File: src/rtl/csr_unit.sv
// csr_unit: machine-mode CSR file with CSRRW/S/C access, ECALL/MRET and interrupt trap
// sequencing, plus free-running 64-bit cycle and microsecond time counters.
module csr_unit #(
    parameter int          XLEN         = 32,
    parameter int          FMAX_MHz     = 27,
    parameter bit          SUPPORT_USER = 1'b1,
    parameter int unsigned HART_ID      = 0
) (
    input  logic            clk,
    input  logic            reset,
    input  logic            flush,
    input  logic            req_valid,
    input  logic [2:0]      csr_cmd,
    input  logic [11:0]     csr_addr,
    input  logic [XLEN-1:0] csr_wdata,
    input  logic [XLEN-1:0] req_pc,
    input  logic            irq_timer,
    input  logic            irq_ext,
    output logic [XLEN-1:0] rdata,
    output logic            rvalid,
    output logic            redirect,
    output logic [XLEN-1:0] redirect_pc
);
    localparam int PW = FMAX_MHz > 1 ? $clog2(FMAX_MHz) : 1;
    localparam logic [PW-1:0] PRE_MAX = PW'(FMAX_MHz - 1);

    logic [63:0]     cycle_q, time_q;
    logic [PW-1:0]   presc;
    logic            mode_m, mie_b, mpie;
    logic [1:0]      mpp;
    logic [XLEN-1:0] medeleg, mideleg, mie_r, mtvec, mscratch, mepc, mcause, mtval;
    logic [XLEN-1:0] mip, mstatus, old, wval, tvec_base, trap_pc;
    logic [11:0]     pend;
    logic [3:0]      cause;
    logic            accept, irq, csr_op, ecall, mret, trap, mpp_ok;

    assign mip       = XLEN'({irq_ext, 3'b0, irq_timer, 7'b0});
    assign mstatus   = XLEN'({mpp, 3'b0, mpie, 3'b0, mie_b, 3'b0});
    assign pend      = mie_r[11:0] & mip[11:0] & 12'h880;
    assign irq       = ~flush & mie_b & |pend;
    assign accept    = req_valid & ~flush & (csr_cmd != 3'd0);
    // A pending interrupt pre-empts whatever request shares its cycle
    assign csr_op    = accept & ~irq & mode_m & (csr_cmd inside {3'd1, 3'd2, 3'd3});
    assign ecall     = accept & ~irq & (csr_cmd == 3'd4);
    assign mret      = accept & ~irq & (csr_cmd == 3'd5);
    assign trap      = irq | ecall;
    assign cause     = irq ? (pend[11] ? 4'd11 : 4'd7) : (mode_m ? 4'd11 : 4'd8);
    assign tvec_base = mtvec & ~XLEN'(3);
    assign trap_pc   = (mtvec[0] & irq) ? tvec_base + XLEN'({cause, 2'b00}) : tvec_base;
    assign wval      = csr_cmd == 3'd1 ? csr_wdata :
                       csr_cmd == 3'd2 ? old | csr_wdata : old & ~csr_wdata;
    assign mpp_ok    = SUPPORT_USER && (wval[12:11] == 2'b00 || wval[12:11] == 2'b11);

    always_comb begin
        case (csr_addr)
            12'hC00: old = cycle_q[XLEN-1:0];
            12'hC01: old = time_q[XLEN-1:0];
            12'hC80: old = XLEN == 32 ? XLEN'(cycle_q[63:32]) : '0;
            12'hC81: old = XLEN == 32 ? XLEN'(time_q[63:32]) : '0;
            12'h300: old = mstatus;
            12'h302: old = medeleg;
            12'h303: old = mideleg;
            12'h304: old = mie_r;
            12'h305: old = mtvec & ~XLEN'(2);
            12'h340: old = mscratch;
            12'h341: old = mepc & ~XLEN'(3);
            12'h342: old = mcause;
            12'h343: old = mtval;
            12'h344: old = mip;
            12'hF14: old = XLEN'(HART_ID);
            default: old = '0;
        endcase
    end

    always_ff @(posedge clk or posedge reset) begin
        if (reset) begin
            cycle_q     <= '0;
            time_q      <= '0;
            presc       <= '0;
            mode_m      <= 1'b1;
            mie_b       <= 1'b0;
            mpie        <= 1'b0;
            mpp         <= 2'b11;
            medeleg     <= '0;
            mideleg     <= '0;
            mie_r       <= '0;
            mtvec       <= '0;
            mscratch    <= '0;
            mepc        <= '0;
            mcause      <= '0;
            mtval       <= '0;
            rdata       <= '0;
            rvalid      <= 1'b0;
            redirect    <= 1'b0;
            redirect_pc <= '0;
        end else begin
            cycle_q  <= cycle_q + 64'd1;
            presc    <= presc == PRE_MAX ? '0 : presc + PW'(1);
            time_q   <= presc == PRE_MAX ? time_q + 64'd1 : time_q;
            rvalid   <= csr_op;
            redirect <= trap | mret;
            if (csr_op) begin
                rdata <= old;
                case (csr_addr)
                    12'h300: begin
                        mie_b <= wval[3];
                        mpie  <= wval[7];
                        if (mpp_ok) mpp <= wval[12:11];
                    end
                    12'h302: medeleg  <= wval;
                    12'h303: mideleg  <= wval;
                    12'h304: mie_r    <= wval;
                    12'h305: mtvec    <= wval;
                    12'h340: mscratch <= wval;
                    12'h341: mepc     <= wval;
                    12'h342: mcause   <= wval;
                    12'h343: mtval    <= wval;
                    default: ;
                endcase
            end
            if (trap) begin
                mepc        <= req_pc;
                mcause      <= {irq, {(XLEN-5){1'b0}}, cause};
                mpie        <= mie_b;
                mie_b       <= 1'b0;
                mpp         <= mode_m ? 2'b11 : 2'b00;
                mode_m      <= 1'b1;
                redirect_pc <= trap_pc;
            end
            if (mret) begin
                mode_m      <= mpp == 2'b11;
                mie_b       <= mpie;
                mpie        <= 1'b1;
                mpp         <= SUPPORT_USER ? 2'b00 : 2'b11;
                redirect_pc <= mepc & ~XLEN'(3);
            end
        end
    end
endmodule

File: config.mk
export PLATFORM = sky130hd
export DESIGN_NAME = csr_unit
export DESIGN_NICKNAME = d
export VERILOG_FILES = /design/src/rtl/csr_unit.sv
export SDC_FILE = /design/constraint.sdc
export NUM_CORES = 1
export LEC_CHECK = 0
export CORE_UTILIZATION = 31
export CTS_BUF_LIST = sky130_fd_sc_hd__clkbuf_16
export DETAILED_ROUTE_END_ITERATION = 8
export PLACE_DENSITY_LB_ADDON = 0.2
export SLEW_MARGIN = 25
export SYNTH_ARGS = -nofsm -noshare
export SYNTH_HDL_FRONTEND = slang
export SYNTH_SLANG_ARGS = --single-unit
File: constraint.sdc
create_clock -name clk -period 22.9 [get_ports clk]
set_clock_uncertainty 0.15 [all_clocks]
set_input_delay 4.58 -clock clk [delete_from_list [all_inputs] [get_ports clk]]
set_output_delay 4.58 -clock clk [all_outputs]
set_load 0.02 [all_outputs]
==> results of run 1 <==
kinds of logic (layout without fill, tap and decap cells):
kind of cell / Yosys count / count (layout) / synth area share
buf+inv: 180 / 310 / 0.0352
flops: 455 / 455 / 0.516
fa+ha+maj: 9 / 9 / 0.00544
simple gates: 792 / 792 / 0.184
compound gates: 621 / 621 / 0.180
other cells: 1 / 5 / 0.000170
mux: 42 / 42 / 0.0199
xor+xnor: 149 / 149 / 0.0591
stage by stage:
step / power [mW] / area, µm² / utilization / cells
detailed placement: 1.02 / 24600 / 0.351 / 3239
CTS: 1.76 / 26100 / 0.371 / 3319
floorplan: 0.934 / 22100 / - / 2250
global placement: 1.02 / 24600 / 0.350 / 3239
global route: 1.80 / 26100 / 0.371 / 3320
finish: 1.75 / 26100 / 0.372 / 3323
flip-flops by register name, indices dropped and copies added (netlist names):
signal,cells
mode_m,1
mpie,1
mtval,32
redirect,1
mie_b,1
rvalid,1
mtvec,31
mie_r,32
mepc,30
mscratch,32
medeleg,32
mideleg,32
mpp,2
mcause,32
redirect_pc,30
rdata,32
time_q,64
presc,5
cycle_q,64
tightest hold or removal path, stage by stage (launching register included):
cell and delay (ps):
dfrtp_1 340, nand2_1 40, o21ai_0 60
layout by cell type (no fill, tap or decap), types with 12 or more instances in the layout:
cell type        netlist  final
a22oi_1              136    136
and3_1                42     42
dfrtp_1              452    452
mux2_2                15     15
xnor2_1               99     99
and2_1                12     12
o21ai_1               30     30
and4_1                17     17
a21oi_1              125    124
clkbuf_16              0     52
inv_1                 25     37
nor3_1                34     31
xor2_1                50     50
buf_4                 10     57
mux2i_1               27     27
clkdlybuf4s50_1        0    145
o21ai_0              183    183
a22o_1                21     21
clkinv_1               0     13
nand2_1              261    257
nand4_1               54     54
nor2_1               165    161
o31a_1                17     17
nand3_1              112    112
routing by layer:
metal | up-vias | routed length [µm] | track usage | share of wire
li1 | 8384 | - | - | -
met1 | 9668 | 37800 | 0.335 | 0.42
met2 | 783 | 42600 | 0.399 | 0.47
met3 | 180 | 5980 | 0.0321 | 0.066
met4 | 4 | 3750 | 0.104 | 0.042
met5 | - | 34 | 0 | 0.00038
power by group through the flow:
stage,sequential [mW],clock [mW],combinational (mW)
6_report,0.864,0.739,0.143
3_3_place_gp,0.877,0,0.142
3_5_place_dp,0.877,0,0.143
4_1_cts,0.863,0.753,0.143
5_1_grt,0.864,0.781,0.154
2_1_floorplan,0.870,0,0.0632
how the worst max path moves through the flow:
stage | from | cells after the start | endpoint | slack [ps]
6_report | csr_addr[7] | 9 | mtvec[20] | 14340
5_1_grt | csr_addr[7] | 9 | mcause[20] | 14230
3_5_place_dp | csr_addr[7] | 9 | mtval[20] | 13730
3_3_place_gp | csr_addr[7] | 9 | mie_r[20] | 13760
4_1_cts | csr_addr[7] | 9 | mideleg[20] | 14380
2_1_floorplan | reset | 1 | cycle_q[0] | 5490
final cells by class:
cell class | count | area [µm²] | share of cell area
diodes | 3 | 7.51 | 0.000288
multi-input cells | 1615 | 10100 | 0.386
inverters | 25 | 101 | 0.00388
clock buffers | 52 | 1300 | 0.0498
clock inverters | 28 | 123 | 0.00470
flip-flops and latches | 455 | 11400 | 0.436
repair buffers | 205 | 1930 | 0.0740
well taps | 940 | 1180 | 0.0450
==> metrics.txt, run 1 <==
Max Slew Vio Count=0; Synth warnings=0; unrepaired setup endpoints after global routing=no; Req. time, crit path=23200 ps; vias in the first global route=18.4k; fraction of layout cells with a size suffix above 1=0.0815; Buf/Inv on CP=2; Starting Density=0.314; gpl congestion=0.936; Largest stage delay, worst path=910 ps; Synth Register Bits=455; Synth Cell Area=22100 µm²; Post-synth EDFFs=0; worst-case clock buffer depth=3; slew at the pin closest to its max-slew limit=1080 ps; clock-pin slew on the worst setup and hold paths=60 ps; type of origin of the critical path=primary input; vias per std cell=5.72; global-route wire length before repair=130000 µm; area grow syn2layout=18.3%; hold path cells=2; CTS tree=yes; I/O pin count=151; Hold Path Origin=mscratch[21]; CTS H-tree lvls=2; most frequent cells after synthesis=dfrtp_1 (452), nand2_1 (261), o21ai_0 (183); reg-to-reg startpoint=mie_r[11]; Max Freq=117 MHz; Crit path max-delay family=simple AND/OR/NAND/NOR gates; total track usage=0.248; setup TNS after final layout=0 ps; die width=269 µm; Post-Place Setup Slack=13730 ps; status=finished clean; Comb pwr share=0.082; final wirelength=90100 µm; DRC violations left=0; Worst-Skew Late Latency=610 ps; DIE HEIGHT=269 µm; root buffer cell=clkbuf_16; # fillers=6994; Vias=19.0k; relative slew slack=0.270; pwr dens=66.9 nW/µm²; most frequent cell after synthesis=dfrtp_1; max_cap viols=0; crit path kind=primary input to flop; Main synth FF type=dfrtp_1; Antenna Nets Post-Route=0; RR Endpoint=redirect_pc[26]; sw frac=0.262; Cell Int Power=1.29 mW; Post-CTS Setup Inserts=0; die area=72300 µm²; Synth top area share=0.512; Rows=97; PostCTS Resize Cnt=0; antenna violations before repair=3; Hold Vio Cnt, Final=0; clk sink count=455; DP HPWL=64900 µm; Initial DRC Count=2174; VDD IR max=0.0553 mV; WHS=327 ps; CTS Hold Bufs=0; post-synthesis sequential area ratio=0.516; CP Capture Type=flop; NumNets Final=2447; R2R cell count=14; reg2reg setup slack=18870 ps; sw power=0.457 mW; PortBufs=146; largest net degree at the start of global routing=177; syn_area_per_cell=9.82 µm²; DR WL/cell=27.1 µm; CORE AREA=70300 µm²; WP data arrival=8860 ps; CTS Buf Count=51; CP Max Fanout=16; ys async rst share=1.00; main area contributors after synthesis=dfrtp_1 (51%), a22oi_1 (4.6%), nand2_1 (4.4%), o21ai_0 (4.1%), xnor2_1 (3.9%); leakage power=10.9 nW; minimum clock period=8560 ps; Flop pwr share=0.495; Hold Path Class=flop to flop; setup violators final=0; aggregate global routing overflow=0; Cells after Synth=2249; clock group share of total power=0.423; post-route worst setup slack=14340 ps; first-pass iteration count of the detailed router=6; critical-path cell list=clkdlybuf4s50_1 -> nor4b_2 -> buf_4 -> nand2_1 -> o221ai_1 -> nor4b_1 -> nor3_1 -> a21oi_1 -> o21ai_0; Distinct cells, synth=93; hold endpoint=mscratch[21]; leading area contributor after synthesis=dfrtp_1; fin crit share=0.374; Critical-path top delay cell=nor4b_1
No activity file was read; power rests on OpenSTA's default activity.
==> inputs of run 2 (changes only) <==
clock period = 8.95 ns   (was 22.9 ns; I/O delays follow)
==> run 2 against run 1 <==
Net effect:
- utilization up 0.11 points
- critical path depth increased by 1
- combinational power grew to 2.6 times the previous value
- clock power rose to 2.7 times the previous value
- via count decreased by 0.73%
- critical endpoint is now medeleg[22]
==> metrics.txt, run 2 (same netlist as run 1, synthesis figures left out) <==
WP data arrival=6220 ps (-2640 ps); register area=11400 µm² (unchanged); NumNets Final=2448 (+0.041%); first-pass iteration count of the detailed router=9 (+3); clock-pin slew on the worst setup and hold paths=60 ps (about the same); CP Capture Type=flop; DRC violations left=0 (unchanged); cell area after layout=26200 µm² (+0.30%); Starting Density=0.314 (unchanged); pwr dens=173 nW/µm² (+160%); setup TNS after final layout=0 ps (unchanged); clk sink count=455 (unchanged); vias per std cell=5.66 (-1.1%); CORE AREA=70300 µm² (unchanged); slew at the pin closest to its max-slew limit=1090 ps (+7.33 ps); Hold Vio Cnt, Final=0 (unchanged); most common cell after layout, fill and taps aside=dfrtp_1; CTS tree=yes; Initial DRC Count=2132 (-1.9%); Max Freq=169 MHz; Post-CTS Setup Inserts=0 (unchanged); total track usage=0.247 (-0.000665); global-route wire length before repair=129000 µm (-0.47%); Max Slew Vio Count=0 (unchanged); CP Max Fanout=23 (+7); fraction of layout cells with a size suffix above 1=0.0848 (+0.00328); placed cells=3242 (+0.093%); Worst-Skew Late Latency=630 ps (+20 ps); relative slew slack=0.269 (-0.00161); Largest regs=cycle_q: 64 flops, time_q: 64 flops; Post-Place Cell Area=24700 µm² (about the same); fin crit share=0.663; max_cap viols=0 (unchanged); CTS Hold Bufs=0 (unchanged); aggregate global routing overflow=0 (unchanged); Vias=18.9k (-0.73%); PortBufs=146 (unchanged); crit path kind=primary input to flop; Rows=97 (unchanged); # diodes=0 (-3); Multi-input gate area=10100 µm² (about the same); DIE HEIGHT=269 µm (unchanged); I/O pin count=151 (unchanged); largest net degree at the start of global routing=159 (-10%); die width=269 µm (unchanged); DP HPWL=65600 µm (+1.1%); unrepaired setup endpoints after global routing=no; root buffer cell=clkbuf_16; CTS Buf Count=50 (-2.0%); Req. time, crit path=9240 ps (-13960 ps); antenna violations before repair=3 (unchanged); gpl congestion=0.954 (+2.0%); most frequent cells in the layout=dfrtp_1 (452), nand2_1 (257), o21ai_0 (183); VDD IR max=0.144 mV (+160%); DR WL/cell=26.9 µm (-0.91%); # fillers=6912 (-1.2%); final wirelength=89600 µm (-0.59%); type of origin of the critical path=primary input; worst-case clock buffer depth=3 (unchanged); vias in the first global route=18.2k (-0.93%); CTS H-tree lvls=2 (unchanged); final core utilization=0.373 (+0.00112); fin cells=3334 (+0.33%); area grow syn2layout=18.6%; setup violators final=0 (unchanged); PostCTS Resize Cnt=0 (unchanged); minimum clock period=5930 ps; Antenna Nets Post-Route=0 (unchanged); Hold Path Class=flop to flop; die area=72300 µm² (unchanged); leakage power=11.0 nW (+0.64%); status=finished clean
==> run 2: cell count changes in the layout (fill, tap and decap cells not counted), sizes merged <==
cell      delta
clkinvlp     +1
clkinv      +10
diode        -3
buf          +2
clkbuf       +1
bufinv       +1
inv          -1
==> run 2: area by class of cell <==
type                            count  area share
Sequential cell                   455       0.435
Timing Repair Buffer              207      0.0742
Multi-Input combinational cell   1615       0.385
Tap cell                          940      0.0449
Clock inverter                     39     0.00697
Clock buffer                       53      0.0506
Inverter                           25     0.00373
==> run 2: worst max-delay path, cell delays in order <==
cell             delay (ps)
clkdlybuf4s50_1        1060
buf_4                   420
or4b_1                  410
nor3_4                   40
buf_4                   260
a22o_1                  260
nor4_1                  790
nor3_1                   90
a21oi_1                 810
o21ai_0                 240
==> run 2: power breakdown <==
part / internal (mW) / leakage [nW] / total, mW / switching [mW]
registers: 2.12 / 6.25 / 2.21 / 0.0856
logic: 0.142 / 3.91 / 0.366 / 0.223
clock network: 1.09 / 0.798 / 1.96 / 0.878
total: 3.35 / 11.0 / 4.54 / 1.19
==> run 2: worst paths after layout <==
path                       slack [ps]              end         from  depth (start not counted)
setup / recovery                 3020      medeleg[22]  csr_addr[1]                         10
hold / removal                    330        mie_r[17]    mie_r[17]                          2
setup reg to reg                 4970  redirect_pc[24]    mie_r[11]                         14
hold reg to reg                   330        mie_r[17]    mie_r[17]                          2
max in group asynchronous        5380       mcause[15]        reset                          4
min in group asynchronous        1670      cycle_q[52]        reset                          3
==> run 2: layer usage <==
layer  up-vias  wire, µm  global-route usage  share of wire
met3       164      6800              0.0472          0.076
met1      9570     38900               0.344           0.43
met2       749     40500               0.379           0.45
li1       8396         -                   -              -
met4         2      3380              0.0937          0.038
met5         -         9                   0        0.00010
==> run 2: through the flow <==
stage,setup slack [ps],total power [mW],hold WS [ps]
after floorplan,857,2.39,292
after global placement,2580,2.61,308
after detailed placement,2540,2.61,322
after CTS,3170,4.57,335
after global routing,3100,4.68,348
final,3020,4.54,329
